## src/rtl/dmem_arb_pkg.sv

```systemverilog
// Shared types and defaults for the data-memory arbiter.
package dmem_arb_pkg;

    typedef enum logic [1:0] {
        IDLE,
        ACCESS,
        RESP
    } arb_state_e;

    typedef logic port_id_t;

    localparam int unsigned DMEM_DEPTH_WORDS = 1024;

endpackage

```

## src/rtl/dmem_arb_pick.sv

```systemverilog
// Winner selection for the two-port arbiter: round-robin or fixed priority
// with a starvation guard for port 1.
module dmem_arb_pick
    import dmem_arb_pkg::*;
#(
    parameter int unsigned FIXED_PRIO   = 0,
    parameter int unsigned STARVE_LIMIT = 4
) (
    input  logic       clk,
    input  logic       rst_n,
    input  logic [1:0] req_i,
    input  logic       take_i,
    output port_id_t   winner_o
);

    localparam int unsigned CW = (STARVE_LIMIT < 1) ? 1 : $clog2(STARVE_LIMIT + 1);
    localparam logic [CW-1:0] LIMIT = CW'(STARVE_LIMIT);

    port_id_t      last_grant_q;
    logic [CW-1:0] starve_q;
    port_id_t      winner;

    always_comb begin
        winner = port_id_t'(req_i[1] & ~req_i[0]);
        if (req_i == 2'b11) begin
            if (FIXED_PRIO != 0) begin
                winner = port_id_t'(starve_q == LIMIT);
            end else begin
                winner = ~last_grant_q;
            end
        end
    end

    assign winner_o = winner;

    // starve_q saturates at LIMIT; it only steers the tie case in fixed mode.
    always_ff @(posedge clk or negedge rst_n) begin
        if (!rst_n) begin
            last_grant_q <= 1'b1;
            starve_q     <= '0;
        end else if (take_i) begin
            last_grant_q <= winner;
            if (winner == 1'b1) begin
                starve_q <= '0;
            end else if (req_i[1] && (starve_q != LIMIT)) begin
                starve_q <= starve_q + 1'b1;
            end
        end
    end

endmodule

```

## src/rtl/dmem_arbiter.sv

```systemverilog
// Two-port arbiter in front of a single-port combinational data memory:
// grant in IDLE, one registered access cycle, then a one-cycle response.
module dmem_arbiter
    import dmem_arb_pkg::*;
#(
    parameter int unsigned DEPTH_WORDS  = DMEM_DEPTH_WORDS,
    parameter int unsigned FIXED_PRIO   = 0,
    parameter int unsigned STARVE_LIMIT = 4
) (
    input  logic        clk,
    input  logic        rst_n,
    input  logic        p0_req,
    input  logic        p0_we,
    input  logic [31:0] p0_addr,
    input  logic [31:0] p0_wdata,
    output logic        p0_gnt,
    output logic        p0_rvalid,
    output logic [31:0] p0_rdata,
    output logic        p0_err,
    input  logic        p1_req,
    input  logic        p1_we,
    input  logic [31:0] p1_addr,
    input  logic [31:0] p1_wdata,
    output logic        p1_gnt,
    output logic        p1_rvalid,
    output logic [31:0] p1_rdata,
    output logic        p1_err,
    output logic        mem_we,
    output logic        mem_re,
    output logic [31:0] mem_addr,
    output logic [31:0] mem_wdata,
    input  logic [31:0] mem_rdata
);

    arb_state_e  state_q;
    port_id_t    port_q;
    port_id_t    winner;
    logic        we_q;
    logic        err_q;
    logic        mem_we_q;
    logic        mem_re_q;
    logic [31:0] mem_addr_q;
    logic [31:0] mem_wdata_q;
    logic        p0_rvalid_q;
    logic        p1_rvalid_q;
    logic        p0_err_q;
    logic        p1_err_q;
    logic [31:0] p0_rdata_q;
    logic [31:0] p1_rdata_q;

    logic        take;
    logic        sel_we;
    logic        sel_err;
    logic [31:0] sel_addr;
    logic [31:0] sel_wdata;
    logic [31:0] rd_word;

    // Grant is Mealy; qualifying with rst_n keeps gnt low throughout reset.
    assign take   = rst_n & (state_q == IDLE) & (p0_req | p1_req);
    assign p0_gnt = take & (winner == 1'b0);
    assign p1_gnt = take & (winner == 1'b1);

    dmem_arb_pick #(
        .FIXED_PRIO   (FIXED_PRIO),
        .STARVE_LIMIT (STARVE_LIMIT)
    ) u_pick (
        .clk      (clk),
        .rst_n    (rst_n),
        .req_i    ({p1_req, p0_req}),
        .take_i   (take),
        .winner_o (winner)
    );

    always_comb begin
        sel_we    = (winner == 1'b1) ? p1_we    : p0_we;
        sel_addr  = (winner == 1'b1) ? p1_addr  : p0_addr;
        sel_wdata = (winner == 1'b1) ? p1_wdata : p0_wdata;
        sel_err   = (sel_addr[1:0] != 2'b00) ||
                    ({2'b00, sel_addr[31:2]} >= 32'(DEPTH_WORDS));
        rd_word   = (!we_q && !err_q) ? mem_rdata : '0;
    end

    always_ff @(posedge clk or negedge rst_n) begin
        if (!rst_n) begin
            state_q     <= IDLE;
            port_q      <= 1'b0;
            we_q        <= 1'b0;
            err_q       <= 1'b0;
            mem_we_q    <= 1'b0;
            mem_re_q    <= 1'b0;
            mem_addr_q  <= '0;
            mem_wdata_q <= '0;
            p0_rvalid_q <= 1'b0;
            p1_rvalid_q <= 1'b0;
            p0_err_q    <= 1'b0;
            p1_err_q    <= 1'b0;
            p0_rdata_q  <= '0;
            p1_rdata_q  <= '0;
        end else begin
            unique case (state_q)
                IDLE: begin
                    if (take) begin
                        port_q      <= winner;
                        we_q        <= sel_we;
                        err_q       <= sel_err;
                        mem_addr_q  <= sel_addr;
                        mem_wdata_q <= sel_wdata;
                        mem_we_q    <= sel_we & ~sel_err;
                        mem_re_q    <= ~sel_we & ~sel_err;
                        state_q     <= ACCESS;
                    end
                end
                ACCESS: begin
                    mem_we_q    <= 1'b0;
                    mem_re_q    <= 1'b0;
                    p0_rvalid_q <= (port_q == 1'b0);
                    p1_rvalid_q <= (port_q == 1'b1);
                    p0_err_q    <= (port_q == 1'b0) & err_q;
                    p1_err_q    <= (port_q == 1'b1) & err_q;
                    p0_rdata_q  <= (port_q == 1'b0) ? rd_word : '0;
                    p1_rdata_q  <= (port_q == 1'b1) ? rd_word : '0;
                    state_q     <= RESP;
                end
                RESP: begin
                    p0_rvalid_q <= 1'b0;
                    p1_rvalid_q <= 1'b0;
                    p0_err_q    <= 1'b0;
                    p1_err_q    <= 1'b0;
                    p0_rdata_q  <= '0;
                    p1_rdata_q  <= '0;
                    state_q     <= IDLE;
                end
                default: state_q <= IDLE;
            endcase
        end
    end

    assign mem_we    = mem_we_q;
    assign mem_re    = mem_re_q;
    assign mem_addr  = mem_addr_q;
    assign mem_wdata = mem_wdata_q;
    assign p0_rvalid = p0_rvalid_q;
    assign p1_rvalid = p1_rvalid_q;
    assign p0_err    = p0_err_q;
    assign p1_err    = p1_err_q;
    assign p0_rdata  = p0_rdata_q;
    assign p1_rdata  = p1_rdata_q;

endmodule
```

## config.mk

```make
export PLATFORM = sky130hd
export DESIGN_NAME = dmem_arbiter
export DESIGN_NICKNAME = d
export VERILOG_FILES = /design/src/rtl/dmem_arb_pkg.sv /design/src/rtl/dmem_arb_pick.sv /design/src/rtl/dmem_arbiter.sv
export SDC_FILE = /design/constraint.sdc
export NUM_CORES = 1
export LEC_CHECK = 0
export ABC_AREA = 0
export BUFFER_PORTS_ARGS = -buffer_cell sky130_fd_sc_hd__buf_2
export CORE_MARGIN = 2
export CORE_UTILIZATION = 35
export DETAILED_ROUTE_END_ITERATION = 7
export PLACE_DENSITY_LB_ADDON = 0.12
export SLEW_MARGIN = 0
export SYNTH_ARGS = -nofsm -noshare
export SYNTH_HDL_FRONTEND = slang
export SYNTH_SLANG_ARGS = --single-unit
```

## constraint.sdc

```tcl
create_clock -name clk -period 2.5 [get_ports clk]
set_clock_uncertainty 0.2 [all_clocks]
set_input_delay 0.125 -clock clk [delete_from_list [all_inputs] [get_ports clk]]
set_output_delay 0.125 -clock clk [all_outputs]
set_load 0.01 [all_outputs]
```

==> Implementation_results.wiki, run 1 <==
{| class="wikitable"
! Metric !! Value
|-
| Die Height || between 100 and 150 um
|-
| Detailed route wirelength on metal3 || ~1300 um
|-
| Wirelength per Cell || between 15 and 20 um
|-
| Buffer levels on the longest clock path || 2
|-
| Post-Syn Area || 0.006105 mm^2
|-
| Clock period minus final worst setup slack || 2349 ps
|-
| Power per standard cell area || just under 900 mW/mm^2
|-
| Top achievable clock speed || 425.8 MHz
|-
| 1st-iter DRT viols || 238
|-
| Number of search-and-repair iterations in the first detailed-routing pass || 4
|-
| Net switching share of the total power || 0.3576
|-
| Max transition margin || 0.3878
|-
| Worst-skew pair later-pin latency || 410 ps
|-
| Slowest cell on the critical path || sky130_fd_sc_hd__dlygate4sd3_1
|-
| Share of post-route cells with drive strength above 1 || 0.3592
|-
| Final weighted congestion in routability-driven placement || 0.8387
|-
| Die outline width || 136.1 um
|-
| Layout area overhead || 64.42%
|-
| Antenna diode count || 0
|-
| Max Cap Viol || 0
|-
| Number of setup violations in the final report || 0
|-
| Setup repair after global routing missed its margin || false
|-
| Clock-pin slew on the worst setup and hold paths || 70 ps
|-
| Worst-case setup margin in the final layout || ~150 ps
|-
| WP data arrival || 2500 ps
|-
| Share of the clock period used by the worst path after layout || 0.9394
|-
| Setup Total Neg Slack || 0 ps
|-
| Part of the total power dissipated in the clock network || 0.284
|-
| Pin count of the biggest net entering global routing || 103
|-
| Post-layout total power || 8.778 mW
|-
| Slew at the pin with the worst max-slew slack || approximately 900 ps
|-
| Maximum level of the CTS H-tree || 4
|-
| Sequential Area || between 0.003 and 0.004 mm^2
|-
| Count of port buffers added during placement || approximately 300
|-
| Grt ovf || 0
|-
| Filler Cells Inserted || 1480
|-
| #FFs+latches synth || between 100 and 150
|-
| Max FO, Critical Path || 33
|-
| Syn Inst Count || between 500 and 600
|-
| Total track usage || 0.2064
|-
| Starting utilization of the core area || 0.3554
|-
| Post-synthesis sequential area ratio || 0.5741
|-
| Full die area || 0.01851 mm^2
|-
| HPWL after detailed placement || between 10000 and 15000 um
|-
| Top-level I/O count || approximately 300
|-
| Number of cell rows || 48
|-
| Cell leakage power || 4.946 nW
|-
| Placeable core region || 0.01718 mm^2
|-
| Area of the multi-input gates || around 0.0021 mm^2
|-
| Critical Path RT || 2650 ps
|-
| Power share of the sequential group || 0.357
|-
| Number of remaining DRC errors || 0
|-
| Commonest cells after routing, fill and taps aside || sky130_fd_sc_hd__buf_2 (300), sky130_fd_sc_hd__dlygate4sd3_1 (166), sky130_fd_sc_hd__dfrtp_1 (139), sky130_fd_sc_hd__nand2_1 (132), sky130_fd_sc_hd__inv_1 (72)
|-
| Net count of the mapped netlist || 757
|-
| Total wire length || 19480 um
|-
| Post-layout nets || approximately 1200
|-
| Kind of launch point of the worst setup path || flop
|-
| Met1 layer wirelength in the final routing || 7983 um
|-
| Number of buffers inserted during clock tree synthesis || 17
|-
| Via count of the first global-routing pass || 6279
|-
| Count of warnings emitted by yosys || 0
|-
| Hold violation total from the final report || 0
|-
| CTS tree || done
|-
| Gate power share || 0.359
|-
| Worst min-delay path category || in -> async
|-
| Routed wire length on met2 || 9560 um
|-
| Unique cell type count in the Yosys netlist || 34
|-
| Post-route antenna net violation count || 0
|-
| Number of antenna violations at the first check in global routing || 0
|-
| Routed via count || 6162
|-
| Setup crit end kind || flop
|-
| Result of the run || completed
|-
| Worst Path Class, Setup || reg -> reg
|-
| Number of clock sinks seen by CTS || 140
|-
| Net Switching || 3.139 mW
|-
| Post-synthesis area per instance || 10.38 um^2
|-
| First-pass GRT wire length || 29960 um
|-
| Average via count per standard cell || approximately 4.8
|-
| Delay of the slowest cell on the worst path || 580 ps
|-
| Most common cell after layout, fill and taps aside || sky130_fd_sc_hd__buf_2
|-
| Number of buffer and inverter instances along the worst setup path || 3
|-
| Max-slew violation count || 0
|-
| Cell breakdown of the critical path || inv_1 > ha_2 > o211ai_4 > nor2_4 > buf_6 > a22oi_2 > dlygate4sd3_1 > nand2_1
|-
| Cell family with the largest share of critical-path delay || buffers and inverters
|-
| Highest routing layer actually used || met4
|-
| IR drop worst, VDD || 0.5676 mV
|-
| Dpl ws || 569.5 ps
|-
| CTS root buf || sky130_fd_sc_hd__clkbuf_16
|-
| Internal power summed over all cells || approximately 5.6 mW
|}
state kept, by name (all words and copies together), names as in the netlist:
signal               count
err_q                    1
mem_addr                32
mem_re                   1
mem_wdata               32
mem_we                   1
p0_err                   1
p0_rdata                32
p0_rvalid                1
p1_err                   1
p1_rdata                32
p1_rvalid                1
port_q                   1
state_q                  2
u_pick.last_grant_q      1
we_q                     1
synth_stat cells, drive strengths merged:
master	number	area (um^2)
o22a	1	8.760
o211ai	1	12.51
o211a	1	10.01
nor2	4	22.52
a22oi	32	375.4
ha	3	37.54
a21boi	2	18.77
a21oi	1	5.000
nand4b	2	17.52
nor2b	1	13.76
mux2i	33	330.3
inv	72	270.3
dfrtp	139	3478
o22ai	66	412.9
o21ai	38	190.2
clkbuf	18	67.56
or3b	1	8.760
nor4	10	62.56
nand4	2	12.51
dfstp	1	26.28
a21o	2	15.01
nand3b	1	7.510
o31ai	2	20.02
buf	22	178.9
nand2b	1	6.260
nand2	132	495.5
through the flow:
| stage | instance area, um^2 | utilization | hold WS, ps | instances |
|---|---|---|---|---|
| floorplan | 6105 | - | -370.6 | 588 |
| global placement | 7781 | 0.4530 | -171.4 | 1085 |
| detailed placement | 7781 | 0.4530 | -173.1 | 1085 |
| CTS | 10030 | 0.5837 | 0.3598 | 1283 |
| global route | 10040 | 0.5844 | 9.111 | 1283 |
| finish | 10040 | 0.5844 | 13.39 | 1283 |
worst paths after layout:
kind                               start  slack [ps]             to  cells past startpoint
setup / recovery              state_q[0]         150  mem_wdata[24]                      8
hold / removal                     rst_n          10   mem_addr[13]                      2
setup reg to reg              state_q[0]         150  mem_wdata[24]                      8
hold reg to reg            mem_wdata[26]         260  mem_wdata[26]                      2
max in group asynchronous          rst_n         870    p0_rdata[2]                      3
min in group clk             p1_addr[27]          50         mem_we                      5
what timing repair did:
item | CTS | global route
hold endpoints to repair | 198 | 0
endpoints found under the setup margin | 0 | 34
buffers inserted | 0 | 0
resized for setup | 0 | 3
hold buffers | 166 | 0
cell families after synthesis:
family	after synthesis	synth area share
and+or+nand+nor	154	0.1060
AOI/OAI and AO/OA	146	0.1750
DFF	140	0.5741
buffers and inverters	112	0.08465
muxes	33	0.05411
adders and majority gates	3	0.006149
worst reg2reg max path, cell delays in order (launching register included):
cell	delay, ps
sky130_fd_sc_hd__dfrtp_1	390
sky130_fd_sc_hd__inv_1	100
sky130_fd_sc_hd__ha_2	240
sky130_fd_sc_hd__o211ai_4	120
sky130_fd_sc_hd__nor2_4	100
sky130_fd_sc_hd__buf_6	320
sky130_fd_sc_hd__a22oi_2	160
sky130_fd_sc_hd__dlygate4sd3_1	580
sky130_fd_sc_hd__nand2_1	70
per-layer routing:
layer	GRT usage	vias to the layer above
met2	0.3453	267
met5	0	-
met4	0.09954	0
met3	0.05257	48
li1	-	2914
met1	0.2480	2933
final cells by class:
class | instances | share of cell area
multi-input combinational | 336 | 0.2100
inverter | 72 | 0.02693
sequential | 140 | 0.3492
timing repair buffer | 478 | 0.3277
clock inverter | 14 | 0.01434
clock buffer | 18 | 0.04375
tap | 225 | 0.02805
power groups by stage:
stage / clock, mW / sequential (mW) / combinational [mW]
after floorplan: 0 / 3.40 / 1.41
after global placement: 0 / 3.14 / 2.73
after detailed placement: 0 / 3.15 / 2.79
after CTS: 2.55 / 3.13 / 3.14
after global routing: 2.65 / 3.21 / 3.44
final: 2.49 / 3.14 / 3.15
Power figures use the tool's default switching activity.
==> inputs of run 2 (changes only) <==
- clock period: 2.5 -> 2 ns (I/O delays scaled with it)
==> run 2 against run 1 <==
Net effect:
- hold slack better by 46 ps
- non-clock buffer count is 15 higher
- first-iteration DRC count is 2.1% lower
- sequential share of layout area is 0.86 points lower
- sequential power is 25% higher
- routed wire length is 6.4% higher
- clock-buffer cell count is 1 higher
- global-route usage is 1.5 points higher
- design area is 2.5% higher
- core utilization is 1.5 points higher
- combinational power is 29% higher
- largest power group unchanged
==> Implementation_results.wiki, run 2 (synthesis gave the netlist of run 1 again) <==
{| class="wikitable"
! Metric !! Value
|-
| Result of the run || completed
|-
| Count of port buffers added during placement || 301 (unchanged)
|-
| Buffer levels on the longest clock path || 2 (unchanged)
|-
| WP data arrival || 1640 ps (-860 ps)
|-
| Slowest cell on the critical path || sky130_fd_sc_hd__dfstp_2
|-
| Routed via count || 6185 (+0.37%)
|-
| Number of clock sinks seen by CTS || 140 (unchanged)
|-
| Placeable core region || 0.01718 mm^2 (unchanged)
|-
| Total track usage || 0.2219 (+0.01546)
|-
| Number of remaining DRC errors || 0 (unchanged)
|-
| Final weighted congestion in routability-driven placement || 0.8545 (+1.9%)
|-
| Average via count per standard cell || 4.769 (-0.71%)
|-
| Die Height || 136.1 um (unchanged)
|-
| Share of post-route cells with drive strength above 1 || 0.3679 (+0.008712)
|-
| Via count of the first global-routing pass || 6636 (+5.7%)
|-
| Number of setup violations in the final report || 0 (unchanged)
|-
| Number of placed instances, taps included || 1088 (+0.28%)
|-
| 1st-iter DRT viols || 233 (-2.1%)
|-
| Cell family with the largest share of critical-path delay || flip-flops
|-
| Number of buffers inserted during clock tree synthesis || 17 (unchanged)
|-
| Clock period minus final worst setup slack || 1937 ps
|-
| Worst Path Class, Setup || reg -> out
|-
| Highest routing layer actually used || met4
|-
| Post-layout nets || 1229 (+1.2%)
|-
| Cell breakdown of the critical path || a21boi_4 > buf_12 > nor2_4 > buf_12 > buf_2
|-
| Max-slew violation count || 0 (unchanged)
|-
| Dpl cell area || 0.007866 mm^2 (+1.1%)
|-
| Max transition margin || 0.5930 (+0.2052)
|-
| Slew at the pin with the worst max-slew slack || 610.5 ps (-307.7 ps)
|-
| Most common cell on crit path || sky130_fd_sc_hd__buf_12
|-
| Non-filler cells, final || 1297 (+1.1%)
|-
| Number of buffer and inverter instances along the worst setup path || 3 (unchanged)
|-
| Routed wire length on met2 || 10070 um (+5.3%)
|-
| Hold violation total from the final report || 0 (unchanged)
|-
| Wirelength per Cell || 15.98 um (+5.2%)
|-
| Setup repair after global routing missed its margin || false
|-
| Setup Total Neg Slack || 0 ps (unchanged)
|-
| Post-route antenna net violation count || 0 (unchanged)
|-
| Layout area overhead || 68.56%
|-
| CTS tree || done
|-
| Top-level I/O count || 302 (unchanged)
|-
| Worst min-delay path category || in -> reg
|-
| Pin count of the biggest net entering global routing || 115 (+12%)
|-
| Most common cell after layout, fill and taps aside || sky130_fd_sc_hd__buf_2
|-
| Max FO, Critical Path || 19 (-42%)
|-
| Clock-pin slew on the worst setup and hold paths || 50 ps (-20 ps)
|-
| Post-layout total power || 11.26 mW (+28%)
|-
| Power per standard cell area || 1094 mW/mm^2 (+25%)
|-
| Worst-skew pair later-pin latency || 410 ps (about the same)
|-
| Maximum level of the CTS H-tree || 4 (unchanged)
|-
| Top achievable clock speed || 516.3 MHz
|-
| Final Cell Area || 0.01029 mm^2 (+2.5%)
|-
| Grt ovf || 0 (unchanged)
|-
| Die outline width || 136.1 um (unchanged)
|-
| CTS root buf || sky130_fd_sc_hd__clkbuf_16
|-
| Delay of the slowest cell on the worst path || 560 ps (-20 ps)
|-
| Detailed route wirelength on metal3 || 1584 um (+19%)
|-
| Number of cell rows || 48 (unchanged)
|-
| HPWL after detailed placement || 12650 um (+2.1%)
|-
| Kind of launch point of the worst setup path || flop
|-
| Share of the clock period used by the worst path after layout || 0.9685
|-
| Max Cap Viol || 0 (unchanged)
|-
| Starting utilization of the core area || 0.3554 (unchanged)
|-
| Setup crit end kind || primary output
|-
| Number of antenna violations at the first check in global routing || 1 (+1)
|-
| Critical Path RT || 1700 ps (-950 ps)
|-
| IR drop worst, VDD || 0.8086 mV (+42%)
|-
| Commonest cells after routing, fill and taps aside || sky130_fd_sc_hd__buf_2 (299), sky130_fd_sc_hd__dlygate4sd3_1 (165), sky130_fd_sc_hd__dfrtp_1 (139), sky130_fd_sc_hd__nand2_1 (131), sky130_fd_sc_hd__inv_1 (70)
|-
| Full die area || 0.01851 mm^2 (unchanged)
|-
| Filler Cells Inserted || 1463 (-1.1%)
|-
| First-pass GRT wire length || 31940 um (+6.6%)
|-
| Number of search-and-repair iterations in the first detailed-routing pass || 4 (unchanged)
|-
| Met1 layer wirelength in the final routing || 8323 um (+4.3%)
|-
| Total wire length || 20730 um (+6.4%)
|-
| Cell leakage power || 5.150 nW (+4.1%)
|}
-- run 2: cell count changes in the layout (fill, tap and decap cells not counted), sizes merged --
cell,previous run,this run
diode,0,1
inv,74,73
bufbuf,0,2
buf,312,326
clkinvlp,5,3
bufinv,2,4
clkinv,5,3
dlygate4sd3,166,165
clkbuf,18,19
-- run 2: metal layers --
metal,vias up,GRT usage
li1,2949,-
met1,2882,0.2559
met2,292,0.3738
met3,62,0.06711
met4,0,0.1111
met5,-,0
-- run 2: repair_timing --
action,CTS,global route
cloned,2,0
setup endpoints to repair,2,10
setup buffers,1,10
gates resized for setup,5,0
pin swaps,1,0
hold buffers,165,0
hold endpoints to repair,272,0
-- run 2: where the power goes --
group          internal, mW  switching, mW  total (mW)
clock                  2.07           1.20        3.28
combinational          1.72           2.34        4.06
sequential             3.55          0.373        3.92
total                  7.34           3.92        11.3
-- run 2: stage by stage --
step | utilization | hold slack [ps] | setup slack, ps
finish | 0.5991 | 59.31 | 63.01
global placement | 0.4580 | -33.27 | 242.4
detailed placement | 0.4580 | -16.24 | 178.6
global route | 0.5991 | 95.88 | 0.8771
floorplan | - | -395.6 | 212.8
CTS | 0.5946 | 43.17 | 0.6170
-- run 2: worst paths after layout --
check	startpoint	to	slack, ps	cells after the start
worst max-delay path	u_pick.last_grant_q	p0_gnt	60	5
worst min-delay path	p0_req	state_q[1]	60	4
worst max register to register	u_pick.last_grant_q	mem_wdata[19]	120	7
worst min register to register	mem_wdata[10]	mem_wdata[10]	260	2
max in group asynchronous	rst_n	p0_rdata[23]	900	3
min in group asynchronous	rst_n	mem_addr[29]	180	3
-- run 2: worst reg2reg max path, cell delays in order, from the launching register on --
cell,delay [ps]
sky130_fd_sc_hd__dfstp_2,380
sky130_fd_sc_hd__a21boi_4,230
sky130_fd_sc_hd__buf_12,220
sky130_fd_sc_hd__nor2_4,80
sky130_fd_sc_hd__buf_12,130
sky130_fd_sc_hd__buf_4,210
sky130_fd_sc_hd__a22oi_2,230
sky130_fd_sc_hd__nand2_1,90
-- run 2: area by class of cell --
type,count,area [um^2],share of cell area
diodes,1,2.502,0.0002432
clock buffers,19,432.9,0.04207
clock inverters,11,170.2,0.01654
inverters,72,270.3,0.02626
multi-input cells,336,2117,0.2057
flip-flops and latches,140,3505,0.3406
well taps,225,281.5,0.02736
repair buffers,493,3511,0.3412
